==> config.mk <==
export PLATFORM = sky130hd
export DESIGN_NAME = apb_master_sched
export DESIGN_NICKNAME = d
export VERILOG_FILES = /design/src/rtl/apb_master_sched.sv
export SDC_FILE = /design/constraint.sdc
export NUM_CORES = 1
export LEC_CHECK = 0
export BUFFER_PORTS_ARGS = -buffer_cell sky130_fd_sc_hd__buf_2
export CORE_AREA = 2 2 131 133
export CTS_BUF_LIST = sky130_fd_sc_hd__clkbuf_2 sky130_fd_sc_hd__clkbuf_4 sky130_fd_sc_hd__clkbuf_8
export DETAILED_ROUTE_END_ITERATION = 10
export DIE_AREA = 0 0 133 135
export HOLD_SLACK_MARGIN = 0.1
export PLACE_DENSITY = 0.67
export SLEW_MARGIN = 20
export SYNTH_ARGS = -nofsm -noshare
export SYNTH_HDL_FRONTEND = slang
export SYNTH_SLANG_ARGS = --single-unit
==> constraint.sdc <==
create_clock -name clk -period 2.5 [get_ports clk]
set_clock_uncertainty 0.15 [all_clocks]
set_input_delay 0.125 -clock clk [delete_from_list [all_inputs] [get_ports clk]]
set_output_delay 0.125 -clock clk [all_outputs]
set_load 0.02 [all_outputs]
==> src/rtl/apb_master_sched.sv <==
// apb_master_sched
//   Round-robin scheduler that shares one APB master port between NREQ
//   requesters. Each granted transfer is sequenced through the APB setup and
//   access phases, with Pselx decoded from the latched address. Pready wait
//   states and Pslverr are handled. A wait-state timeout aborts the transfer
//   with an error. Every output is registered.
//
// Ports
//   clk, rst              clock (posedge) and synchronous active-high reset
//   req/req_write         per-requester request level and direction (1=write)
//   req_addr/req_wdata    per-requester address / write data, slot i at [32*i+:32]
//   gnt                   one-hot owner of the bus
//   done                  one-hot single-cycle completion pulse
//   rsp_rdata/rsp_err     response data / error, valid with done
//   Paddr/Pwrite/Pwdata   APB address, direction, write data
//   Pselx/Penable         APB one-hot slave select and enable
//   Pready/Prdata/Pslverr APB slave handshake, read data, error
module apb_master_sched #(
  parameter int NREQ    = 3,
  parameter int TIMEOUT = 16
) (
  input  logic                 clk,
  input  logic                 rst,
  input  logic [NREQ-1:0]      req,
  input  logic [NREQ-1:0]      req_write,
  input  logic [NREQ*32-1:0]   req_addr,
  input  logic [NREQ*32-1:0]   req_wdata,
  output logic [NREQ-1:0]      gnt,
  output logic [NREQ-1:0]      done,
  output logic [31:0]          rsp_rdata,
  output logic                 rsp_err,
  output logic [31:0]          Paddr,
  output logic                 Pwrite,
  output logic [2:0]           Pselx,
  output logic                 Penable,
  output logic [31:0]          Pwdata,
  input  logic                 Pready,
  input  logic [31:0]          Prdata,
  input  logic                 Pslverr
);

  localparam int PW = (NREQ > 1) ? $clog2(NREQ) : 1;
  localparam int CW = $clog2(TIMEOUT + 1);

  typedef enum logic [2:0] {
    ST_IDLE   = 3'd0,
    ST_SETUP  = 3'd1,
    ST_ACCESS = 3'd2,
    ST_RESP   = 3'd3,
    ST_ERR    = 3'd4
  } state_t;

  // Each slave owns a 64 MB window starting at 0x8000_0000; the top six
  // address bits identify the window.
  function automatic logic [2:0] decode_sel(input logic [31:0] addr);
    logic [2:0] sel;
    case (addr[31:26])
      6'b100000: sel = 3'b001;
      6'b100001: sel = 3'b010;
      6'b100010: sel = 3'b100;
      default:   sel = 3'b000;
    endcase
    return sel;
  endfunction

  state_t             state_r, state_s;
  logic [PW-1:0]      ptr_r, ptr_s, gidx_r, gidx_s, ptr_next_s;
  logic [CW-1:0]      cnt_r, cnt_s;
  logic [31:0]        addr_r, addr_s, wdata_r, wdata_s, rdata_r, rdata_s;
  logic               write_r, write_s, err_r, err_s, penable_r, penable_s;
  logic [NREQ-1:0]    gnt_r, gnt_s, done_r, done_s;
  logic [2:0]         psel_r, psel_s;

  logic               hi_found_s, lo_found_s, arb_any_s, arb_write_s;
  logic [PW-1:0]      hi_idx_s, lo_idx_s, arb_idx_s;
  logic [NREQ-1:0]    arb_oh_s;
  logic [31:0]        arb_addr_s, arb_wdata_s;
  logic [2:0]         arb_sel_s;

  // Round-robin pick: first request at or above ptr, else first below it.
  always_comb begin
    hi_found_s = 1'b0;
    lo_found_s = 1'b0;
    hi_idx_s   = '0;
    lo_idx_s   = '0;
    for (int i = 0; i < NREQ; i++) begin
      if (req[i] && (i >= int'(ptr_r)) && !hi_found_s) begin
        hi_found_s = 1'b1;
        hi_idx_s   = PW'(i);
      end else if (req[i] && !lo_found_s) begin
        lo_found_s = 1'b1;
        lo_idx_s   = PW'(i);
      end else begin
        lo_found_s = lo_found_s;
      end
    end
    arb_any_s = hi_found_s | lo_found_s;
    arb_idx_s = hi_found_s ? hi_idx_s : lo_idx_s;
  end

  // Mux the winner's request fields and build its one-hot grant.
  always_comb begin
    arb_oh_s    = '0;
    arb_addr_s  = 32'h0000_0000;
    arb_wdata_s = 32'h0000_0000;
    arb_write_s = 1'b0;
    for (int i = 0; i < NREQ; i++) begin
      if (arb_any_s && (arb_idx_s == PW'(i))) begin
        arb_oh_s[i] = 1'b1;
        arb_addr_s  = req_addr[32*i +: 32];
        arb_wdata_s = req_wdata[32*i +: 32];
        arb_write_s = req_write[i];
      end else begin
        arb_oh_s[i] = 1'b0;
      end
    end
    arb_sel_s = decode_sel(arb_addr_s);
  end

  assign ptr_next_s = (gidx_r == PW'(NREQ - 1)) ? '0 : gidx_r + PW'(1);

  // Next-state and next-output logic; done defaults low so it only pulses.
  always_comb begin
    state_s   = state_r;
    ptr_s     = ptr_r;
    gidx_s    = gidx_r;
    cnt_s     = cnt_r;
    addr_s    = addr_r;
    wdata_s   = wdata_r;
    write_s   = write_r;
    gnt_s     = gnt_r;
    done_s    = '0;
    rdata_s   = rdata_r;
    err_s     = err_r;
    psel_s    = psel_r;
    penable_s = penable_r;
    case (state_r)
      ST_IDLE: begin
        if (arb_any_s) begin
          gidx_s  = arb_idx_s;
          gnt_s   = arb_oh_s;
          addr_s  = arb_addr_s;
          wdata_s = arb_wdata_s;
          write_s = arb_write_s;
          if (arb_sel_s != 3'b000) begin
            psel_s  = arb_sel_s;
            state_s = ST_SETUP;
          end else begin
            // Unmapped: answer immediately, the APB port stays quiet.
            done_s  = arb_oh_s;
            err_s   = 1'b1;
            rdata_s = 32'h0000_0000;
            state_s = ST_ERR;
          end
        end else begin
          state_s = ST_IDLE;
        end
      end
      ST_SETUP: begin
        penable_s = 1'b1;
        state_s   = ST_ACCESS;
      end
      ST_ACCESS: begin
        if (Pready) begin
          rdata_s   = Prdata;
          err_s     = Pslverr;
          psel_s    = 3'b000;
          penable_s = 1'b0;
          done_s    = gnt_r;
          state_s   = ST_RESP;
        end else if (cnt_r == CW'(TIMEOUT - 1)) begin
          // This is the TIMEOUT-th cycle without Pready: abort.
          cnt_s     = cnt_r + CW'(1);
          rdata_s   = 32'h0000_0000;
          err_s     = 1'b1;
          psel_s    = 3'b000;
          penable_s = 1'b0;
          done_s    = gnt_r;
          state_s   = ST_RESP;
        end else begin
          cnt_s = cnt_r + CW'(1);
        end
      end
      ST_RESP, ST_ERR: begin
        gnt_s   = '0;
        cnt_s   = '0;
        ptr_s   = ptr_next_s;
        state_s = ST_IDLE;
      end
      default: begin
        gnt_s     = '0;
        cnt_s     = '0;
        psel_s    = 3'b000;
        penable_s = 1'b0;
        state_s   = ST_IDLE;
      end
    endcase
  end

  // State and output registers with synchronous reset.
  always_ff @(posedge clk) begin
    if (rst) begin
      state_r   <= ST_IDLE;
      ptr_r     <= '0;
      gidx_r    <= '0;
      cnt_r     <= '0;
      addr_r    <= 32'h0000_0000;
      wdata_r   <= 32'h0000_0000;
      write_r   <= 1'b0;
      gnt_r     <= '0;
      done_r    <= '0;
      rdata_r   <= 32'h0000_0000;
      err_r     <= 1'b0;
      psel_r    <= 3'b000;
      penable_r <= 1'b0;
    end else begin
      state_r   <= state_s;
      ptr_r     <= ptr_s;
      gidx_r    <= gidx_s;
      cnt_r     <= cnt_s;
      addr_r    <= addr_s;
      wdata_r   <= wdata_s;
      write_r   <= write_s;
      gnt_r     <= gnt_s;
      done_r    <= done_s;
      rdata_r   <= rdata_s;
      err_r     <= err_s;
      psel_r    <= psel_s;
      penable_r <= penable_s;
    end
  end

  assign gnt       = gnt_r;
  assign done      = done_r;
  assign rsp_rdata = rdata_r;
  assign rsp_err   = err_r;
  assign Paddr     = addr_r;
  assign Pwrite    = write_r;
  assign Pwdata    = wdata_r;
  assign Pselx     = psel_r;
  assign Penable   = penable_r;

endmodule

* After elaboration in Yosys (flattened, before gate mapping)
Cells that the tools add are included.
Widths: inputs -> output; s select.
** Storage, ports and cells
- Output and inout bits :: 108
- Bits in registers :: 120
- Input port bits :: 234
- Logic and storage cells :: 130
** Cells by class
- Reduce and logical (&&, ||, !) cells :: 29
- Equality and inequality tests :: 16
- $lt $le $gt $ge :: 3
- Multiplexer cells :: 62
- Add/sub/neg operators :: 2
- Bitwise logic cells :: 5
** Operators by type and width (count)
- $mux 32 :: 10
- $pmux 32 s2 :: 1
- $mux 3 :: 13
- $pmux 3 s3 :: 3
- $mux 1 :: 24
- $eq 6x6->1 const B :: 3
- $pmux 3 s2 :: 2
- $logic_and 1x1->1 :: 10
- $mux 2 :: 5
- $pmux 5 s2 :: 1
- $ne 2x2->1 const B :: 4
- $reduce_and 2->1 :: 4
- $reduce_and 4->1 :: 2
- $eq 3x2->1 const B :: 2
- $reduce_or 2->1 :: 3
- $reduce_or 3->1 :: 2
- $add 5x1->5 const B :: 1
- $eq 5x4->1 const B :: 1
- $mux 5 :: 1
- $eq 2x2->1 const B :: 2
- $ge 1x2->1 const A :: 2
- $logic_not 1->1 :: 4
- $not 1->1 :: 4
- $eq 3x1->1 const B :: 1
- other kinds (12) :: 12

* Longest topological paths before layout
- Word-level depth :: 23
- Gate-level depth with buffers :: 9
- Gate-level depth less buffers :: 9

* Least setup slack after synthesis
Ideal clock, no wire load.
- Path type :: register to register
- Start point :: register cnt_r[0]
- End point :: register rdata_r[10], in the netlist rsp_rdata[10]
- Data required time :: 2211 ps
- Arrival :: 2038 ps
- Library setup time :: 139 ps
- Stages on the path, launching flop included :: 8
- Setup slack :: 173 ps
- Cells stage by stage :: dfxtp_1 -> ha_1 -> and3_1 -> ha_1 -> nor2_1 -> a2111oi_1 -> clkbuf_1 -> a311oi_1
** Between the ends
- Word-level cells in the longest chain between the ends :: 3
** Ends and longest elaborated chain
- from (decl) :: line 68 : logic [CW-1:0] cnt_r, cnt_s;
- from (signal assigned) :: line 220 : cnt_r <= cnt_s;
- $eq 5x4->1 :: line 171 : end else if (cnt_r == CW'(TIMEOUT - 1)) begin
- $ne 3x3->1 (no source line)
- $reduce_and 4->1 (no source line)
- to (signal assigned) :: line 226 : rdata_r <= rdata_s;
- to (decl) :: line 69 : logic [31:0] addr_r, addr_s, wdata_r, wdata_s, rdata_r, rdata_s;
No other way between the ends.
A chain may end at the register's enable or synchronous reset.

* Worst setup path after layout
- Start point :: register ptr_r[1]
- End point :: register wdata_r[23], in the netlist Pwdata[23]
** Between the ends
- Word-level cells in the longest chain between the ends :: 17
- Elaborated cells between the ends (all ways) :: 40
- Those cells by class :: 3 x order compare; 2 x eq/ne; 18 x mux; 1 x bitwise; 16 x reduce/logical
** Ends and longest elaborated chain
- from (decl) :: line 67 : logic [PW-1:0] ptr_r, ptr_s, gidx_r, gidx_s, ptr_next_s;
- from (signal assigned) :: line 218 : ptr_r <= ptr_s;
- $ge 1x2->1 :: line 87 : if (req[i] && (i >= int'(ptr_r)) && !hi_found_s) begin
- $logic_and 1x1->1 :: line 87
- $mux 1 :: line 87
- $logic_not 1->1 :: line 90 : end else if (req[i] && !lo_found_s) begin
- $logic_and 1x1->1 :: line 90
- $mux 1 :: line 90
- $mux 1 :: line 87
- $logic_not 1->1 :: line 90
- $logic_and 1x1->1 :: line 90
- $mux 2 :: line 90
- $mux 2 :: line 87
- $mux 2 :: line 98 : arb_idx_s = hi_found_s ? hi_idx_s : lo_idx_s;
- $logic_not 2->1 :: line 108 : if (arb_any_s && (arb_idx_s == PW'(i))) begin
- $logic_and 1x1->1 :: line 108
- $mux 32 (3 in a row) :: line 108
- to (signal assigned) :: line 222 : wdata_r <= wdata_s;
- to (decl) :: line 69
Parallel ways exist; a longest one is shown, timed or not.

==> results.yml <==
logic_synthesis:
  netlist_top_cells_count: "120 x dfxtp_1, 81 x nor2_1, 67 x nand2_1"
  ys_seq_elements: 120
  synth_top_area_share_pct: 44.1
  synth_largest_area_cell: "dfxtp_1"
  syn_inst: 621
  synth_most_common_cell: "dfxtp_1"
  synth_flop_cell: "dfxtp_1"
  synth_warnings: 0
  syn_area_um2: 5450
  syn_area_per_cell_um2: 8.77
  synth_cell_types: 44
  synth.net_count: 857
  ys_top_cells_by_area: "dfxtp_1 44%, a222oi_1 11%, a211oi_1 8.3%"
  synth_edf_count: 0
  synthArstFlopShare_pct: 0
  synth_seq_area_share_pct: 44.1
hold_path:
  hold_path_class: "in2reg"
critical_path:
  start_kind: "flip-flop"
  cp.required_ns: 2.66
  endpoint_kind: "flip-flop"
  critPathKind: "reg2reg"
  cp_cell_sequence: "a21oi_1 > o211a_2 > buf_4 > a222oi_1 > dlygate4sd3_1 > a211oi_1"
  crit_fanout: 13
  path_buf_inv: 2
  crit_family: "compound AO/OA/AOI/OAI gates"
  cp_slowest_cell: "dlygate4sd3_1"
  worstPathArrival_ns: 2.50
  slowest_delay_ns: 0.61
clock_tree:
  clk_latency_ns: 0.44
  cts_max_level: 4
  path_clk_slew_ns: 0.08
  ctsLongestPathBuffers: 2
  tritoncts: "yes"
  cts_root_buffer: "clkbuf_8"
  clock_sinks: 120
  numCtsBuffers: 17
routing:
  drtAntennaViolNets: 0
  vias: 7713
  drc: 0
  wirelength_um: 26200
  firstDrtPassIters: 10
  drtIter0Drc: 891
  vias_per_cell: 5.56
  detail_route.wl_per_cell_um: 18.9
timing:
  finalSetupViolCount: 0
  worst_pin_slew_ns: 0.611
  fmax_mhz: 428
  finalSetupTns_ns: 0
  maxSlewHeadroom_pct: 59.0
  period_needed_ns: 2.33
  period_share_pct: 93.4
  maxSlewViolCount: 0
  grt_setup_unrepaired: "false"
  hold_viol_final: 0
layout:
  areaGrowthSynthToFinish_pct: 84.0
  layout-drive-gt1-share_pct: 35.3
  fillers: 1306
  utilization_pct: 61.1
  layout.nets: 1388
floorplanning:
  rows: 47
  die_w_um: 133
  die_area_um2: 18000
  core_um2: 16400
  ios: 342
  start_util_pct: 33.2
  die_y_um: 135
grt:
  antenna_found_initial: 3
  gr-total-overflow: 0
  grt_max_degree: 66
  grt_pass1_vias: 7569
  track_usage_pct: 27.4
  grt_pass1_wl_um: 39500
power_and_ir_drop:
  irDropWorstVdd_mv: 0.395
  clkPwrFrac_pct: 29.6
  p_seq_share_pct: 37.3
  switching_share_pct: 34.6
  p_per_area_nw_per_um2: 596
  leakagePower_nw: 4.44
  p_switching_mw: 2.07
  p_int_mw: 3.91
  p_comb_share_pct: 33.1
place:
  dp_hpwl_um: 14800
  gp_congestion: 0.886
  numPortBuffers: 341
run:
  drv_cap: 0
run_status:
  outcome: "complete, no violations"
## sequential cells by signal, summed over array words and instances, names as in the netlist
name	count
state_r	3
Pselx	3
Pwrite	1
Penable	1
gidx_r	2
Pwdata	32
rsp_rdata	32
cnt_r	5
gnt	3
Paddr	32
rsp_err	1
ptr_r	2
done	3
## worst reg2reg max path, stage by stage, from the launching register on
cell and delay [ns]:
dfxtp_2 0.37, a21oi_1 0.07, o211a_2 0.35, buf_4 0.22
a222oi_1 0.38, dlygate4sd3_1 0.61, a211oi_1 0.07
## stage by stage
step / setup WS, ns / cells / area (µm²) / hold slack, ns / power, mW
2_1_floorplan: 0.173 / 621 / 5450 / 0.128 / 3.21
3_3_place_gp: 0.218 / 1133 / 7390 / 0.255 / 3.81
3_5_place_dp: 0.167 / 1133 / 7390 / 0.258 / 3.82
4_1_cts: 0.104 / 1380 / 9940 / 0.102 / 5.89
5_1_grt: 0.0468 / 1385 / 10000 / 0.161 / 6.25
6_report: 0.165 / 1386 / 10000 / 0.145 / 5.98
## area by class of cell
type / count / area (µm²) / area share (%)
inverter: 9 / 33.8 / 0.337
multi-input combinational: 422 / 2750 / 27.4
antenna: 1 / 2.50 / 0.0250
tap: 220 / 275 / 2.75
clock buffer: 18 / 248 / 2.47
clock inverter: 14 / 150 / 1.50
sequential: 120 / 2400 / 24.0
timing repair buffer: 582 / 4170 / 41.6
## power by group through the flow
stage	sequential, mW	clock [mW]	combinational, mW
2_1_floorplan	2.49	0	0.717
3_3_place_gp	2.25	0	1.56
3_5_place_dp	2.26	0	1.57
4_1_cts	2.22	1.81	1.86
5_1_grt	2.25	1.89	2.11
6_report	2.23	1.77	1.98
## per-layer routing
layer / vias up / GRT usage (%) / part of all wire [%]
met1: 3458 / 30.9 / 36
met5: - / 0 / 0.042
li1: 3508 / - / -
met2: 587 / 45.9 / 47
met3: 158 / 8.75 / 10
met4: 2 / 15.7 / 6.3
## cells in the final DEF (no fill, tap or decap), drive strengths merged, types with 2 or more instances in the layout
| cell | instances |
|---|---|
| nand3 | 3 |
| o21ai | 3 |
| nor2 | 81 |
| and2 | 2 |
| inv | 11 |
| a32oi | 6 |
| a22o | 7 |
| nand2b | 4 |
| xor2 | 2 |
| mux2i | 3 |
| dlygate4sd3 | 215 |
| nor4 | 5 |
| a222oi | 59 |
| nand2 | 67 |
| a211oi | 60 |
| nor3 | 6 |
| a2111oi | 2 |
| clkinvlp | 3 |
| a311oi | 32 |
| nor2b | 2 |
| buf | 365 |
| clkinv | 7 |
| a21oi | 52 |
| ha | 2 |
| clkbuf | 20 |
| nor3b | 2 |
| a32o | 4 |
| dfxtp | 120 |
| bufinv | 2 |
| o211ai | 6 |
## logic make-up (layout without fill, tap and decap cells)
logic type      after synthesis  in the layout  synth area share [%]
compound gates              238            238                  34.3
xor+xnor                      3              3                 0.482
fa+ha+maj                     2              2                 0.459
buf+inv                      79            623                  6.11
flops                       120            120                  44.1
mux                           3              3                 0.551
other cells                   0              1                     0
simple gates                176            176                  14.0
## worst paths after layout
path                 from    endpoint  slack [ns]  cells past startpoint
max              ptr_r[1]  Pwdata[23]        0.17                      6
min          req_addr[91]   Paddr[27]        0.15                      6
max reg2reg      ptr_r[1]  Pwdata[23]        0.17                      6
min reg2reg     Paddr[26]   Paddr[26]        0.30                      2
## timing repair
item,4_1_cts,5_1_grt
hold endpoints to repair,105,0
resized for setup,0,3
buffers inserted,0,3
hold buffers,215,0
setup endpoints to repair,0,15
Power figures use the tool's default switching activity.
